==> config.mk <==
export PLATFORM = sky130hd
export DESIGN_NAME = sprite_rom_arbiter
export DESIGN_NICKNAME = d
export VERILOG_FILES = /design/src/rtl/sprite_rom_arbiter.sv
export SDC_FILE = /design/constraint.sdc
export NUM_CORES = 1
export LEC_CHECK = 0
export BUFFER_PORTS_ARGS = -buffer_cell sky130_fd_sc_hd__buf_4
export CELL_PAD_IN_SITES_DETAIL_PLACEMENT = 1
export CELL_PAD_IN_SITES_GLOBAL_PLACEMENT = 1
export CORE_ASPECT_RATIO = 0.6
export CORE_MARGIN = 5
export CORE_UTILIZATION = 32
export DETAILED_ROUTE_END_ITERATION = 7
export HOLD_SLACK_MARGIN = 0.12
export PLACE_DENSITY_LB_ADDON = 0.08
export SYNTH_ARGS = -nofsm -noshare
export SYNTH_HDL_FRONTEND = slang
export SYNTH_SLANG_ARGS = --single-unit
==> constraint.sdc <==
create_clock -name clk -period 2.5 [get_ports clk]
set_input_delay 0.125 -clock clk [delete_from_list [all_inputs] [get_ports clk]]
set_output_delay 0.125 -clock clk [all_outputs]
set_load 0.01 [all_outputs]
==> src/rtl/sprite_rom_arbiter.sv <==
// Shares one sprite ROM among NREQ pixel requesters: fixed-priority or
// round-robin grant with starvation override, registered issue, tagged return.
module sprite_rom_arbiter #(
  parameter int NREQ         = 4,
  parameter int AW           = 14,
  parameter int DW           = 12,
  parameter int ROM_LAT      = 1,
  parameter int STARVE_LIMIT = 8
) (
  input  logic             clk,
  input  logic             rst,
  input  logic             rr_mode,
  input  logic             hold,
  input  logic [NREQ-1:0]  req_valid,
  input  logic [NREQ*AW-1:0] req_addr,
  output logic [NREQ-1:0]  req_ready,
  output logic             rom_en,
  output logic [AW-1:0]    rom_addr,
  input  logic [DW-1:0]    rom_data,
  output logic [NREQ-1:0]  rsp_valid,
  output logic [DW-1:0]    rsp_data
);

  localparam int PW = $clog2(NREQ);
  localparam int CW = $clog2(STARVE_LIMIT + 1);
  localparam logic [CW-1:0] LIMIT = CW'(STARVE_LIMIT);

  logic [PW-1:0]   ptr_q, ptr_d;
  logic [CW-1:0]   cnt_q [NREQ];
  logic [CW-1:0]   cnt_d [NREQ];
  logic            rom_en_q, rom_en_d;
  logic [AW-1:0]   rom_addr_q, rom_addr_d;
  logic [NREQ-1:0] tag_q [ROM_LAT+1];
  logic [NREQ-1:0] tag_d [ROM_LAT+1];

  logic [NREQ-1:0] starve;
  logic [NREQ-1:0] grant;
  logic [PW-1:0]   gidx;
  logic            gvalid;

  always_comb begin
    starve = '0;
    for (int k = 0; k < NREQ; k++)
      starve[k] = req_valid[k] && (cnt_q[k] == LIMIT);
  end

  // Descending scans so the lowest index (or nearest to ptr) is written last.
  always_comb begin
    gidx   = '0;
    grant  = '0;
    gvalid = !rst && !hold && (|req_valid);
    if (|starve) begin
      for (int k = NREQ - 1; k >= 0; k--)
        if (starve[k]) gidx = PW'(k);
    end else if (!rr_mode) begin
      for (int k = NREQ - 1; k >= 0; k--)
        if (req_valid[k]) gidx = PW'(k);
    end else begin
      for (int i = NREQ - 1; i >= 0; i--)
        if (req_valid[(int'(ptr_q) + i) % NREQ])
          gidx = PW'((int'(ptr_q) + i) % NREQ);
    end
    if (gvalid) grant[gidx] = 1'b1;
  end

  always_comb begin
    ptr_d = ptr_q;
    if (gvalid)
      ptr_d = (int'(gidx) == NREQ - 1) ? '0 : gidx + PW'(1);
    for (int k = 0; k < NREQ; k++) begin
      cnt_d[k] = cnt_q[k];
      if (grant[k] || !req_valid[k])
        cnt_d[k] = '0;
      else if (!hold && cnt_q[k] != LIMIT)
        cnt_d[k] = cnt_q[k] + CW'(1);
    end
    rom_en_d   = gvalid;
    rom_addr_d = rom_addr_q;
    if (gvalid) rom_addr_d = req_addr[int'(gidx)*AW +: AW];
    tag_d[0] = grant;
    for (int i = 1; i <= ROM_LAT; i++)
      tag_d[i] = tag_q[i-1];
  end

  always_ff @(posedge clk) begin
    if (rst) begin
      ptr_q      <= '0;
      rom_en_q   <= 1'b0;
      rom_addr_q <= '0;
      for (int k = 0; k < NREQ; k++) cnt_q[k] <= '0;
      for (int i = 0; i <= ROM_LAT; i++) tag_q[i] <= '0;
    end else begin
      ptr_q      <= ptr_d;
      rom_en_q   <= rom_en_d;
      rom_addr_q <= rom_addr_d;
      for (int k = 0; k < NREQ; k++) cnt_q[k] <= cnt_d[k];
      for (int i = 0; i <= ROM_LAT; i++) tag_q[i] <= tag_d[i];
    end
  end

  assign req_ready = grant;
  assign rom_en    = rom_en_q;
  assign rom_addr  = rom_addr_q;
  assign rsp_valid = tag_q[ROM_LAT];
  assign rsp_data  = rom_data;

endmodule

### Word-level counts from Yosys, hierarchy flattened

Memories as Yosys holds them, arrays and structs flattened.
Index checks and enable logic that the tools add are counted.

* flip-flop bits (word level): 17
* RAM bits: 24
* bits of input ports: 76
* output and inout bits: 35
* word-level logic and storage cells: 111
* memories kept: 2

Memories
* cnt_q: words 4, bits a word 4, read ports 4, clocked after memory_dff 0, write ports 4, RTL line 29 `logic [CW-1:0] cnt_q [NREQ];`
* tag_q: words 2, bits a word 4, read ports 2, clocked after memory_dff 0, write ports 2, RTL line 33 `logic [NREQ-1:0] tag_q [ROM_LAT+1];`

* $add $sub $neg: 8
* multiply operators: 1
* order comparisons: 6
* equality and inequality tests: 9
* shift-type cells: 1
* multiplexer cells: 46
* bitwise logic cells: 9
* reductions and logical operators: 26

Operators by type and width (count)
* 4-bit two-way mux: 15
* 56-bit by 7-bit variable part select with 14-bit output: 1
* 2-bit two-way mux: 15
* 4-bit by 1-bit adder with 4-bit output, second input constant: 4
* 4-bit == test, second input constant: 4
* 4-bit inequality test, second input constant: 4
* 3-bit by 4-bit less-than comparator with 1-bit output, second input constant: 3
* 1-bit logical AND: 11
* 1-bit two-way mux: 11
* 1-bit binary-select mux with 2-bit select: 4
* 4-bit OR reduction: 2
* 1-bit logical NOT: 6
* 2-bit by 3-bit less-than comparator with 1-bit output, second input constant: 2
* 1-bit bitwise OR: 6
* 2-bit OR reduction: 3
* 2-bit by 3-bit multiplier with 5-bit output, second input constant: 1
* 2-bit by 1-bit adder with 2-bit output, second input constant: 2
* 2-bit adder, second input constant: 2
* 1-bit logical OR: 4
* 1-bit bitwise AND, first input constant: 3
* 1-bit demux with 2-bit select: 1
* 2-bit by 1-bit == test with 1-bit output, second input constant: 1
* 2-bit by 1-bit greater-or-equal comparator with 1-bit output, second input constant: 1

### Depth between registers and ports, before layout

Gate-level depths: netlist of run 1.

* word-level depth: 20
* depth in mapped cells: 12
* depth with buffers taken out: 11

### Least setup slack after synthesis of run 1

Ideal clock, no wire load.

* kind: register -> register
* start point: memory cnt_q[2][0] (netlist bit)
* end point: memory cnt_q[0][0] (netlist bit)
* library setup time: 64 ps
* arrival time: 2414 ps
* data required time: 2436 ps
* path slack: 22 ps
* cell stages (with the launch flop): 13
* path buffers: 1
* period minus slack after synthesis: 2478 ps
* path through: dfxtp_1 > inv_1 > ha_1 > and4b_1 > nand2_1 > nand2_1 > a31oi_4 > buf_8 > inv_1 > ha_1 > and2_1 > or3b_2 > nor2_1

RTL lines (RTL line)
* start: declaration: 29

==> flow_summary.yaml, run 1 <==
status:
  status: "complete, no violations"
sta:
  slew_viol_final: 0
  max_freq_mhz: 420
  clock_skew_ps: 6.49
  finalCritPeriodShare: 0.953
  setup_viol: 0
  finalHoldViolations: 0
  worstMarginPinSlew_ps: 690
  finalSetupTns_ps: 0
  maxSlewHeadroom: 0.540
  fin_crit_ps: 2380
yosys:
  synth.top_cells.by_count: "41 x dfxtp_1, 29 x o21bai_1, 24 x nand2_1, 24 x o31ai_1, 20 x nor2_1"
  yosysMostFrequentCell: "dfxtp_1"
  synth_top_area_cell: "dfxtp_1"
  synth_cells: 299
  synthDistinctLibCells: 43
  avgSynthCellArea_um2: 8.94
  synth_edf_count: 0
  synth-seq-area-share: 0.307
  synth-seq-cells: 41
  yosysWarnings: 0
  synthesis.nets: 387
  synth_top_cell_area_share: 0.307
  async_reset_ff_frac: 0
  synth-main-ff-cell: "dfxtp_1"
  netlist_area_um2: 2670
  netlist_top_cells_area: "dfxtp_1 31%, o21bai_1 8.1%, mux2i_1 6.7%"
floorplan:
  ios: 111
  fp.dieW_um: 128
  die_area_um2: 10300
  placementRows: 25
  core_um2: 8010
  start_util: 0.334
  die_h_um: 80.8
power:
  leakage_nw: 1.54
  total_power_mw: 2.10
  vdd_drop_max_uv: 239
  p_per_area_nw_per_um2: 587
setup_path:
  start_kind: "flip-flop"
  r2r_end: "cnt_q[3][1]$_SDFFE_PP0P_"
  path_class: "reg2out"
  required_ps: 2380
  cp-end-kind: "primary output"
  reg2reg_depth: 11
  cp.arrival_ps: 2260
  r2r_slack_ps: 170
  crit_path_max_fanout: 4
  r2r-start: "cnt_q[3][0]$_SDFFE_PP0P_"
route:
  vias: 2387
  drc: 0
  via_per_inst: 4.95
  routed_wl_mm: 8.57
  drt-wirelength-per-cell_um: 17.8
  firstDrtPassIters: 4
  final_antenna_net_count: 0
  drtIter0Drc: 117
clock_network:
  htreeDepth: 2
  cts_buffer_depth: 2
  cts_sinks: 41
  clock_latency_ps: 290
  cts_buffers: 5
  cts_hold_buffers: 0
  clkTransAtPathRegs_ps: 70
  cts_tree: "yes"
  cts-root-buf: "clkbuf_16"
flow_run:
  maxCapViolCount: 0
global_routing:
  antenna_found_initial: 0
  grt_pass1_wl_mm: 13.0
  grt_pass1_vias: 2472
  grt_max_degree: 30
  gr-total-overflow: 0
  grtUsageTotal: 0.164
place:
  place_area_um2: 3330
  place_congestion: 0.761
  port_buffers: 86
  dp_hpwl_mm: 6.73
final_layout:
  postLayoutCellArea_um2: 3580
  multi_input_area_um2: 1610
  drive_gt1_frac: 0.372
  area_growth_pct: 34.0
  ff_latch_area_um2: 823
  nets: 461
  num_antenna_cells: 0
  n_fill_cell: 949
worst_hold_path:
  min_path_cells: 2
  holdCritStartpoint: "rst"
  hold_end: "tag_q[0][6]$_SDFF_PP0_"
  min_path_type: "in2reg"
metal layers:
layer,vias up,wire length (µm),GRT usage
li1,1192,-,-
met1,1111,4430,0.248
met2,68,3390,0.219
met3,16,634,0.0460
met4,0,111,0.0540
met5,-,0,0
critical path, cell delays in order (launching register included):
cell and delay, ps:
dfxtp_2 330, inv_1 80, ha_2 190, nand4b_1 260, nand2_1 170, nand2_2 80
a31oi_4 190, inv_2 70, ha_2 180, and2_1 150, buf_4 140, buf_4 130
cell type report:
class / instances / share of cell area
multi-input cells: 211 / 0.450
flip-flops and latches: 41 / 0.230
repair buffers: 100 / 0.213
well taps: 108 / 0.0377
clock buffers: 5 / 0.0349
clock inverters: 3 / 0.0192
inverters: 14 / 0.0147
cell families (layout without fill, tap and decap cells):
kind of cell	count (synthesis)	count (layout)	synth area share
AOI/OAI and AO/OA	88	88	0.264
and+or+nand+nor	81	81	0.164
xor gates and xnor gates	12	12	0.0393
DFF	41	41	0.307
muxes	18	18	0.0674
buffers and inverters	47	122	0.102
adders and majority gates	12	12	0.0562
report_power, final:
group	switching (mW)	internal, mW	leakage [nW]
combinational	0.252	0.249	1.11
sequential	0.0310	0.696	0.336
clock	0.297	0.576	0.0944
worst max-delay path by stage:
| stage | depth (start not counted) | slack (ps) | to | startpoint |
|---|---|---|---|---|
| 6_report | 11 | 120 | req_ready[0] | cnt_q[1][1]$_SDFFE_PP0P_ |
| 5_1_grt | 11 | -40 | req_ready[0] | cnt_q[1][1]$_SDFFE_PP0P_ |
| 4_1_cts | 11 | -10 | req_ready[0] | cnt_q[1][0]$_SDFFE_PP0P_ |
| 3_5_place_dp | 11 | 20 | cnt_q[3][2]$_SDFFE_PP0P_ | cnt_q[3][0]$_SDFFE_PP0P_ |
| 3_3_place_gp | 11 | 90 | cnt_q[3][0]$_SDFFE_PP0P_ | cnt_q[3][0]$_SDFFE_PP0P_ |
| 2_1_floorplan | 12 | 20 | cnt_q[0][0]$_SDFFE_PP0P_ | cnt_q[2][0]$_SDFFE_PP0P_ |
through the flow:
step | instances | utilization | hold WS [ps] | setup slack [ps]
global route | 482 | 0.447 | 147 | -37.5
finish | 482 | 0.447 | 127 | 117
floorplan | 299 | - | 326 | 21.6
global placement | 472 | 0.416 | 250 | 89.1
CTS | 480 | 0.441 | 124 | -10.1
detailed placement | 472 | 0.416 | 250 | 16.2
layout by cell type (no fill, tap or decap), types with 2 or more instances in the layout:
master	synthesis	final
o31ai_2	4	4
o31ai_1	24	24
ha_2	0	2
clkbuf_16	0	5
dfxtp_1	41	39
buf_4	18	99
a21o_1	2	2
inv_1	13	12
bufinv_16	0	2
o21ai_0	2	2
a21oi_2	7	7
xor2_1	4	4
ha_1	12	10
dfxtp_2	0	2
nor2_1	20	20
or3b_4	0	4
xnor2_1	8	8
a21oi_1	9	9
nand2b_1	2	2
nand2_1	24	23
o21bai_1	29	29
or4_1	4	4
and2_1	9	9
mux2i_1	18	18
nor2b_1	5	5
nand4b_1	4	4
a31oi_1	4	4
nor3b_1	2	2
inv_2	1	2
registers in the layout, summed over array words and instances, names as in the netlist:
register  cells
rom_en        1
cnt_q        16
rom_addr     14
ptr_q         2
tag_q         8
repair_timing:
action,4_1_cts,5_1_grt
buffers inserted,0,2
pin swaps,1,5
gates resized for setup,2,10
endpoints found under the setup margin,8,34
gates cloned,0,0
Note: power is estimated with default switching activity, not from simulation.
==> inputs of run 2 (changes only) <==
--- a/config.mk
+++ b/config.mk
@@ -10,7 +10,7 @@
 export CELL_PAD_IN_SITES_GLOBAL_PLACEMENT = 1
 export CORE_ASPECT_RATIO = 0.6
 export CORE_MARGIN = 5
-export CORE_UTILIZATION = 32
+export CORE_UTILIZATION = 30
 export DETAILED_ROUTE_END_ITERATION = 7
 export HOLD_SLACK_MARGIN = 0.12
 export PLACE_DENSITY_LB_ADDON = 0.08
==> run 2 against run 1 <==
Count of clock-buffer cells in the layout stayed put. First-iteration DRC count down 12%. Clock skew is 1.0 ps lower. Utilization fell by 2.3 points. Cell count is 2.1% higher. Register-to-register slack worse by 30 ps. Via count fell by 0.42%. Sequential share of layout area down 0.28 points. Hold slack improved by 29 ps. Total power hardly changed. Critical path type unchanged. Critical endpoint is now req_ready[1].
==> flow_summary.yaml, run 2 (synthesis gave the netlist of run 1 again) <==
status:
  status: "complete, no violations"
final_layout:
  nets: 467
  ff_latch_area_um2: 828
  n_fill_cell: 1027
  top_register: "cnt_q"
  fin_cells: 492
  num_antenna_cells: 0
  drive_gt1_frac: 0.397
  layout_common_cells: "103 x buf_4, 35 x dfxtp_1, 29 x o21bai_1"
  largest_reg_flops: 16
  area_growth_pct: 36.5
  multi_input_area_um2: 1620
  layout_commonest_cell: "buf_4"
setup_path:
  cpMostUsedCell: "buf_4"
  cpLargestDelayFamily: "simple AND/OR/NAND/NOR gates"
  crit_end: "req_ready[1]"
  r2r_end: "cnt_q[1][0]$_SDFFE_PP0P_"
  cp.arrival_ps: 2260
  cp_cell_sequence: "inv_1 -> ha_1 -> nand4b_1 -> and2_4 -> a31oi_4 -> buf_4 -> ha_1 -> and2_1 -> buf_4 -> buf_4"
  path_class: "reg2out"
  max_stage_delay_ps: 340
  required_ps: 2380
  worst-path-buf-inv: 4
  r2r-start: "cnt_q[3][0]$_SDFFE_PP0P_"
  cp_slowest_cell: "dfxtp_2"
  crit_start: "cnt_q[3][0]$_SDFFE_PP0P_"
  cp-end-kind: "primary output"
  crit_path_max_fanout: 8
  crit_cells: 10
  reg2reg_depth: 10
  start_kind: "flip-flop"
  r2r_slack_ps: 140
global_routing:
  gr-total-overflow: 0
  grtUsageTotal: 0.150
  antenna_found_initial: 0
  grt_pass1_wl_mm: 13.4
  grt_max_degree: 30
  grt_pass1_vias: 2454
route:
  vias: 2377
  via_per_inst: 4.83
  drtIter0Drc: 103
  final_antenna_net_count: 0
  routed_wl_mm: 8.45
  drt-wirelength-per-cell_um: 17.2
  firstDrtPassIters: 5
  drc: 0
power:
  vdd_drop_max_uv: 376
  p_per_area_nw_per_um2: 576
  leakage_nw: 1.57
  total_power_mw: 2.10
clock_network:
  clock_latency_ps: 290
  cts_buffer_depth: 2
  cts_buffers: 5
  clkTransAtPathRegs_ps: 70
  htreeDepth: 2
  cts-root-buf: "clkbuf_16"
  cts_sinks: 41
  cts_tree: "yes"
sta:
  worstMarginPinSlew_ps: 1110
  finalHoldViolations: 0
  clock_skew_ps: 5.44
  slew_viol_final: 0
  fin_crit_ps: 2390
  maxSlewHeadroom: 0.258
  setup_viol: 0
  max_freq_mhz: 419
  finalCritPeriodShare: 0.955
  rsz0062_at_grt: "yes"
place:
  place_congestion: 0.754
  dp.cells: 480
  port_buffers: 86
  dp_hpwl_mm: 6.75
floorplan:
  start_util: 0.311
  die_h_um: 83.1
  placementRows: 26
  fp.dieW_um: 132
  die_area_um2: 11000
  ios: 111
  core_um2: 8590
worst_hold_path:
  min_path_type: "in2reg"
flow_run:
  maxCapViolCount: 0
## run 2: metal layers
layer	track usage	vias to the layer above	part of all wire
met5	0	-	0
met4	0.0280	0	0.0072
met3	0.0435	6	0.053
met2	0.208	60	0.39
met1	0.228	1112	0.55
li1	-	1199	-
## run 2: how the worst min path moves through the flow
stage / depth (start not counted) / from / slack, ps / end
final: 3 / req_addr[47] / 160 / rom_addr[5]$_SDFFE_PP0P_
after global routing: 3 / req_addr[48] / 160 / rom_addr[6]$_SDFFE_PP0P_
after CTS: 3 / req_addr[47] / 150 / rom_addr[5]$_SDFFE_PP0P_
after detailed placement: 0 / rom_data[5] / 250 / rsp_data[5]
after global placement: 0 / rom_data[5] / 250 / rsp_data[5]
after floorplan: 2 / req_addr[47] / 330 / rom_addr[5]$_SDFFE_PP0P_
## run 2: worst reg2reg max path, stage by stage (launching register included)
cell and delay (ps):
dfxtp_2 350, inv_1 60, ha_1 210, nand4b_1 190, and2_4 200, a31oi_4 90
buf_4 200, ha_1 220, and2_1 150, or3b_2 490, nor2_1 120
## run 2: what timing repair did
item                                    CTS  global route
endpoints found under the setup margin    9            30
setup buffers                             1             2
hold endpoints to repair                  3             0
pin swaps                                 1             2
hold buffers                              1             0
resized for setup                         1            17
## run 2: through the flow
step / TNS, ps / area, µm² / worst slack, ps / hold WS [ps] / utilization
finish: 0 / 3650 / 112 / 157 / 0.425
global route: -161 / 3650 / -57.8 / 160 / 0.425
CTS: 0 / 3590 / 26.0 / 151 / 0.418
detailed placement: -94.4 / 3380 / -34.7 / 250 / 0.394
global placement: 0 / 3380 / 5.18 / 250 / 0.394
floorplan: 0 / 2670 / 21.6 / 326 / -
## run 2: power breakdown
group	switching, mW	internal [mW]	leakage (nW)	total (mW)
Clock	0.288	0.576	0.0944	0.864
Combinational	0.256	0.255	1.14	0.511
Sequential	0.0303	0.697	0.338	0.727
Total	0.574	1.53	1.57	2.10
## run 2: area by class of cell
cell class,instances,share of cell area
clock buffers,5,0.0343
flip-flops and latches,41,0.227
inverters,14,0.0144
well taps,112,0.0384
repair buffers,106,0.223
multi-input cells,211,0.444
clock inverters,3,0.0189
